===== src/rtl/alu_pkg.sv =====
// Shared ALU control definitions: control codes, ALUOp encodings, R-type
// opcode fields and the issue FSM state type.
package alu_pkg;

  localparam logic [3:0] ALU_AND   = 4'b0000;
  localparam logic [3:0] ALU_ORR   = 4'b0001;
  localparam logic [3:0] ALU_ADD   = 4'b0010;
  localparam logic [3:0] ALU_SUB   = 4'b0110;
  localparam logic [3:0] ALU_PASSB = 4'b0111;
  localparam logic [3:0] ALU_NOR   = 4'b1100;

  localparam logic [1:0] ALUOP_LDST  = 2'b00;
  localparam logic [1:0] ALUOP_CBZ   = 2'b01;
  localparam logic [1:0] ALUOP_RTYPE = 2'b10;
  localparam logic [1:0] ALUOP_NOR   = 2'b11;

  localparam logic [10:0] OPF_ADD = 11'b10001011000;
  localparam logic [10:0] OPF_SUB = 11'b11001011000;
  localparam logic [10:0] OPF_AND = 11'b10001010000;
  localparam logic [10:0] OPF_ORR = 11'b10101010000;

  typedef enum logic [1:0] {
    ST_IDLE = 2'd0,
    ST_EXEC = 2'd1,
    ST_HOLD = 2'd2
  } issue_state_e;

endpackage


===== src/rtl/alu_ctrl_decode.sv =====
// Combinational ALU control decode: ALUOp plus opcode field to 4-bit ALU code.
// Unsupported R-type fields fall back to ADD and raise the illegal flag.
module alu_ctrl_decode
  import alu_pkg::*;
(
  input  logic [1:0]  aluop,
  input  logic [10:0] opfield,
  output logic [3:0]  code,
  output logic        illegal
);

  always_comb begin
    code    = ALU_ADD;
    illegal = 1'b0;
    case (aluop)
      ALUOP_LDST: code = ALU_ADD;
      ALUOP_CBZ:  code = ALU_PASSB;
      ALUOP_NOR:  code = ALU_NOR;
      default: begin
        case (opfield)
          OPF_ADD: code = ALU_ADD;
          OPF_SUB: code = ALU_SUB;
          OPF_AND: code = ALU_AND;
          OPF_ORR: code = ALU_ORR;
          default: begin
            code    = ALU_ADD;
            illegal = 1'b1;
          end
        endcase
      end
    endcase
  end

endmodule


===== src/rtl/alu_issue_ctrl.sv =====
// Issue/control stage for the external 64-bit ALU: registers operands and
// control code, then captures and holds the ALU result for the consumer.
module alu_issue_ctrl
  import alu_pkg::*;
#(
  parameter int N     = 64,
  parameter int CNT_W = 8
) (
  input  logic             clk,
  input  logic             rst,
  input  logic             in_valid,
  output logic             in_ready,
  input  logic [1:0]       in_aluop,
  input  logic [10:0]      in_opfield,
  input  logic [N-1:0]     in_a,
  input  logic [N-1:0]     in_b,
  output logic [N-1:0]     alu_a,
  output logic [N-1:0]     alu_b,
  output logic [3:0]       alu_opcode,
  input  logic [N-1:0]     alu_result,
  input  logic             alu_zero,
  output logic             out_valid,
  input  logic             out_ready,
  output logic [N-1:0]     out_data,
  output logic             out_zero,
  output logic             out_illegal,
  output logic [CNT_W-1:0] illegal_count
);

  function automatic logic [CNT_W-1:0] sat_inc(input logic [CNT_W-1:0] c);
    return (&c) ? c : c + {{(CNT_W-1){1'b0}}, 1'b1};
  endfunction

  issue_state_e     state_q, state_d;
  logic [N-1:0]     alu_a_q, alu_a_d;
  logic [N-1:0]     alu_b_q, alu_b_d;
  logic [3:0]       alu_opcode_q, alu_opcode_d;
  logic             pend_illegal_q, pend_illegal_d;
  logic [N-1:0]     out_data_q, out_data_d;
  logic             out_zero_q, out_zero_d;
  logic             out_illegal_q, out_illegal_d;
  logic [CNT_W-1:0] illegal_count_q, illegal_count_d;

  logic [3:0] dec_code;
  logic       dec_illegal;
  logic       load;

  alu_ctrl_decode u_decode (
    .aluop   (in_aluop),
    .opfield (in_opfield),
    .code    (dec_code),
    .illegal (dec_illegal)
  );

  always_comb begin
    state_d         = state_q;
    alu_a_d         = alu_a_q;
    alu_b_d         = alu_b_q;
    alu_opcode_d    = alu_opcode_q;
    pend_illegal_d  = pend_illegal_q;
    out_data_d      = out_data_q;
    out_zero_d      = out_zero_q;
    out_illegal_d   = out_illegal_q;
    illegal_count_d = illegal_count_q;
    in_ready        = 1'b0;
    out_valid       = 1'b0;
    load            = 1'b0;

    case (state_q)
      ST_IDLE: begin
        in_ready = 1'b1;
        if (in_valid) begin
          load    = 1'b1;
          state_d = ST_EXEC;
        end
      end
      ST_EXEC: begin
        // ALU has had one full cycle on the registered operands
        out_data_d    = alu_result;
        out_zero_d    = alu_zero;
        out_illegal_d = pend_illegal_q;
        if (pend_illegal_q) illegal_count_d = sat_inc(illegal_count_q);
        state_d = ST_HOLD;
      end
      ST_HOLD: begin
        out_valid = 1'b1;
        in_ready  = out_ready;
        if (out_ready) begin
          if (in_valid) begin
            load    = 1'b1;
            state_d = ST_EXEC;
          end else begin
            state_d = ST_IDLE;
          end
        end
      end
      default: state_d = ST_IDLE;
    endcase

    if (load) begin
      alu_a_d        = in_a;
      alu_b_d        = in_b;
      alu_opcode_d   = dec_code;
      pend_illegal_d = dec_illegal;
    end
  end

  always_ff @(posedge clk) begin
    if (rst) begin
      state_q         <= ST_IDLE;
      alu_a_q         <= '0;
      alu_b_q         <= '0;
      alu_opcode_q    <= 4'b0000;
      pend_illegal_q  <= 1'b0;
      out_data_q      <= '0;
      out_zero_q      <= 1'b0;
      out_illegal_q   <= 1'b0;
      illegal_count_q <= '0;
    end else begin
      state_q         <= state_d;
      alu_a_q         <= alu_a_d;
      alu_b_q         <= alu_b_d;
      alu_opcode_q    <= alu_opcode_d;
      pend_illegal_q  <= pend_illegal_d;
      out_data_q      <= out_data_d;
      out_zero_q      <= out_zero_d;
      out_illegal_q   <= out_illegal_d;
      illegal_count_q <= illegal_count_d;
    end
  end

  assign alu_a         = alu_a_q;
  assign alu_b         = alu_b_q;
  assign alu_opcode    = alu_opcode_q;
  assign out_data      = out_data_q;
  assign out_zero      = out_zero_q;
  assign out_illegal   = out_illegal_q;
  assign illegal_count = illegal_count_q;

endmodule


===== config.mk =====
export PLATFORM = sky130hd
export DESIGN_NAME = alu_issue_ctrl
export DESIGN_NICKNAME = d
export VERILOG_FILES = /design/src/rtl/alu_pkg.sv /design/src/rtl/alu_ctrl_decode.sv /design/src/rtl/alu_issue_ctrl.sv
export SDC_FILE = /design/constraint.sdc
export NUM_CORES = 1
export LEC_CHECK = 0
export CAP_MARGIN = 20
export CORE_AREA = 3 3 163 165
export CTS_CLUSTER_SIZE = 28
export DETAILED_ROUTE_END_ITERATION = 12
export DIE_AREA = 0 0 166 168
export HOLD_SLACK_MARGIN = 0.12
export PLACE_DENSITY = 0.66
export SYNTH_ARGS = -nofsm -noshare
export SYNTH_HDL_FRONTEND = slang
export SYNTH_SLANG_ARGS = --single-unit

===== constraint.sdc =====
create_clock -name clk -period 1.33 [get_ports clk]
set_clock_uncertainty 0.15 [all_clocks]
set_input_delay 0.1995 -clock clk [delete_from_list [all_inputs] [get_ports clk]]
set_output_delay 0.1995 -clock clk [all_outputs]
set_load 0.02 [all_outputs]

==> flow_metrics.env <==
export IMPL_clkTransAtPathRegs_ns=0.07
export IMPL_power_density_nw_per_um2=1065
export IMPL_maxSlewViolCount=0
export IMPL_synthArstFlopShare_pct=0
export IMPL_synth_edf_count=0
export IMPL_fill_cells=1708
export IMPL_core_area_um2=25180
export IMPL_synthFlopType="dfxtp_1"
export IMPL_dp_slack_ns=-0.6727
export IMPL_routed_wl_mm=39.25
export IMPL_reg2reg_from="state_q[1]"
export IMPL_rsz0062_at_grt="true"
export IMPL_grt_pass1_wl_mm=51.02
export IMPL_drive_gt1_share_pct=46.07
export IMPL_path_class="flop to flop"
export IMPL_avgSynthCellArea_um2=7.937
export IMPL_drv_cap=0
export IMPL_ys_seq_area_share_pct=56.80
export IMPL_setup_ws_ns=-0.3651
export IMPL_post_route_drc_count=0
export IMPL_antenna_found_initial=5
export IMPL_required_ns=1.61
export IMPL_vias_per_cell=4.826
export IMPL_netlist_instances=928
export IMPL_ys_ff_latch=209
export IMPL_clk_latency_ns=0.52
export IMPL_placementRows=58
export IMPL_ios=418
export IMPL_hold_violations=0
export IMPL_synth_top_cell_area_share_pct=56.80
export IMPL_layout_nets=1822
export IMPL_die_y_um=168
export IMPL_whs_path_depth=3
export IMPL_cts_sinks=209
export IMPL_worstPathArrival_ns=1.97
export IMPL_dp_hpwl_mm=19.86
export IMPL_die_x_um=166
export IMPL_area_growth_syn_to_layout_pct=136.6
export IMPL_syn_nets=1139
export IMPL_p_leak_nw=7.184
export IMPL_place_gp_congestion=0.8429
export IMPL_clock_root_buffer="clkbuf_16"
export IMPL_status="complete, but fails checks"
export IMPL_yosys_warnings=0
export IMPL_totalPowerFinal_mw=18.56
export IMPL_grt_max_degree=64
export IMPL_synthTopCellsByArea="dfxtp_1 57%, nand2_1 20%, a21oi_1 13%"
export IMPL_worst_pin_slew_ns=0.3418
export IMPL_finalSetupViolCount=251
export IMPL_cts_tree="built"
export IMPL_hp_start="alu_result[61]"
export IMPL_overflow=0
export IMPL_initial_core_util_pct=29.25
export IMPL_wl_per_cell_um=19.99
export IMPL_netlist_cell_type_count=35
export IMPL_fin_crit_ns=1.695
export IMPL_crit_path_start="state_q[1]"
export IMPL_cp_start_kind="flop"
export IMPL_port_buffers=417
export IMPL_reg2reg_depth=8
export IMPL_via_count=9474
export IMPL_yosys_area_top_type="dfxtp_1"
export IMPL_min_period_over_period_pct=127.4
export IMPL_ant_nets=0
export IMPL_fmax_mhz=589.9
export IMPL_grt_pass1_vias=9410
export IMPL_register_area_um2=4464
export IMPL_grt_util_all_layers_pct=22.40
export IMPL_die_area_um2=27890
export IMPL_drt_initial_drc_count=591
export IMPL_cts_made_buffers=24
export IMPL_ir_drop_mv=0.8906
export IMPL_firstDrtPassIters=7
export IMPL_clockBufferDepth=3
export IMPL_cts_htree_levels=1
export IMPL_violations="setup timing"
export IMPL_crit_fanout=11
export IMPL_endpoint_kind="flop"
export IMPL_hold_class="input port to flop"
export IMPL_multi_input_area_um2=3732
export IMPL_max_slew_margin_pct=77.00
export IMPL_syn_area_um2=7366
registers in the layout (all words and copies together), names as in the netlist, 2 cells and up:
name / count
alu_a: 64
alu_b: 64
out_data: 64
illegal_count: 8
alu_opcode: 4
state_q: 2
layout make-up:
cell class                      instances  area share [%]
Antenna cell                            5         0.07179
Clock buffer                           39           4.587
Clock inverter                          4          0.4164
Inverter                                2         0.04307
Multi-Input combinational cell        653           21.41
Sequential cell                       209           25.61
Tap cell                              330           2.369
Timing Repair Buffer                  721           45.48
Yosys cell counts, types with 2 or more instances:
cell type,instances
nand2_1,394
dfxtp_1,209
a21oi_1,197
clkbuf_1,32
buf_2,20
nor2_1,12
buf_4,10
nand3_1,6
nor2b_1,5
buf_1,4
a211oi_1,3
nand2b_1,3
o21ai_0,3
a31oi_1,2
and2_1,2
and4b_1,2
inv_1,2
mux2i_1,2
nand4_1,2
nor3_1,2
xor2_1,2
path summary, 6_finish.rpt:
path	endpoint	slack (ns)
max	alu_a[5]	-0.37
max reg2reg	alu_a[5]	-0.37
min	out_data[61]	0.14
min reg2reg	alu_a[61]	0.31
repair_timing:
action	CTS	global route
hold endpoints to repair	206	1
cloned	4	20
pin swaps	5	50
hold buffers	189	1
endpoints found under the setup margin	415	403
resized for setup	1470	240
buffers inserted	21	11
worst max-delay path: stages (launching register included):
cell       delay, ns
dfxtp_4         0.37
nand2b_4        0.10
buf_8           0.11
and2_4          0.17
buf_12          0.13
buf_8           0.14
clkbuf_16       0.17
nand2_1         0.08
a21oi_1         0.19
cell usage in the layout, fill, tap and decap left out, drive strengths merged, types with 2 or more instances in the layout:
| master | instances |
|---|---|
| nand2 | 396 |
| buf | 309 |
| dfxtp | 209 |
| clkdlybuf4s50 | 208 |
| a21oi | 197 |
| dlygate4sd3 | 190 |
| clkbuf | 53 |
| nor2 | 12 |
| nand3 | 6 |
| nor2b | 6 |
| diode | 5 |
| a211oi | 3 |
| nor3 | 3 |
| o21ai | 3 |
| nand2b | 3 |
| and4b | 2 |
| nand4 | 2 |
| inv | 2 |
| a31oi | 2 |
| mux2i | 2 |
| xor2 | 2 |
| bufinv | 2 |
| and2 | 2 |
stage by stage:
stage | hold WS (ns) | utilization [%] | instance area, µm² | instances | setup TNS, ns
5_1_grt | 0.1380 | 69.21 | 17430 | 1963 | -54.90
2_1_floorplan | 0.1842 | - | 7431 | 928 | -0.4314
3_5_place_dp | 0.2940 | 49.10 | 12360 | 1671 | -87.78
6_report | 0.1427 | 69.21 | 17430 | 1963 | -42.93
3_3_place_gp | 0.2889 | 49.10 | 12360 | 1671 | -84.69
4_1_cts | 0.1239 | 63.67 | 16030 | 1928 | -42.67
metal layers:
| metal | global-route usage [%] | vias up | part of all wire (%) | wire length [µm] |
|---|---|---|---|---|
| met3 | 5.424 | 127 | 6.3 | 2492 |
| met5 | 0 | - | 0 | 0 |
| met1 | 24.98 | 4531 | 38 | 14910 |
| met2 | 40.99 | 423 | 50 | 19750 |
| li1 | - | 4393 | - | - |
| met4 | 9.150 | 0 | 5.3 | 2093 |
where the power goes:
part           switching, mW  internal (mW)  leakage (nW)
Combinational           1.99           2.41          4.96
Sequential             0.276           6.67          1.80
Clock                   2.73           4.47         0.428
Total                   5.00           13.6          7.18
cells by family after synthesis:
logic type / synth area share (%)
AO/OA/AOI/OAI: 14.90
XOR/XNOR: 0.2379
adder cells (fa/ha/maj): 0.1698
buffers and inverters: 4.315
flip-flops: 56.80
multiplexers: 0.2718
AND/OR/NAND/NOR: 23.31
Note: power is estimated with default switching activity, not from simulation.
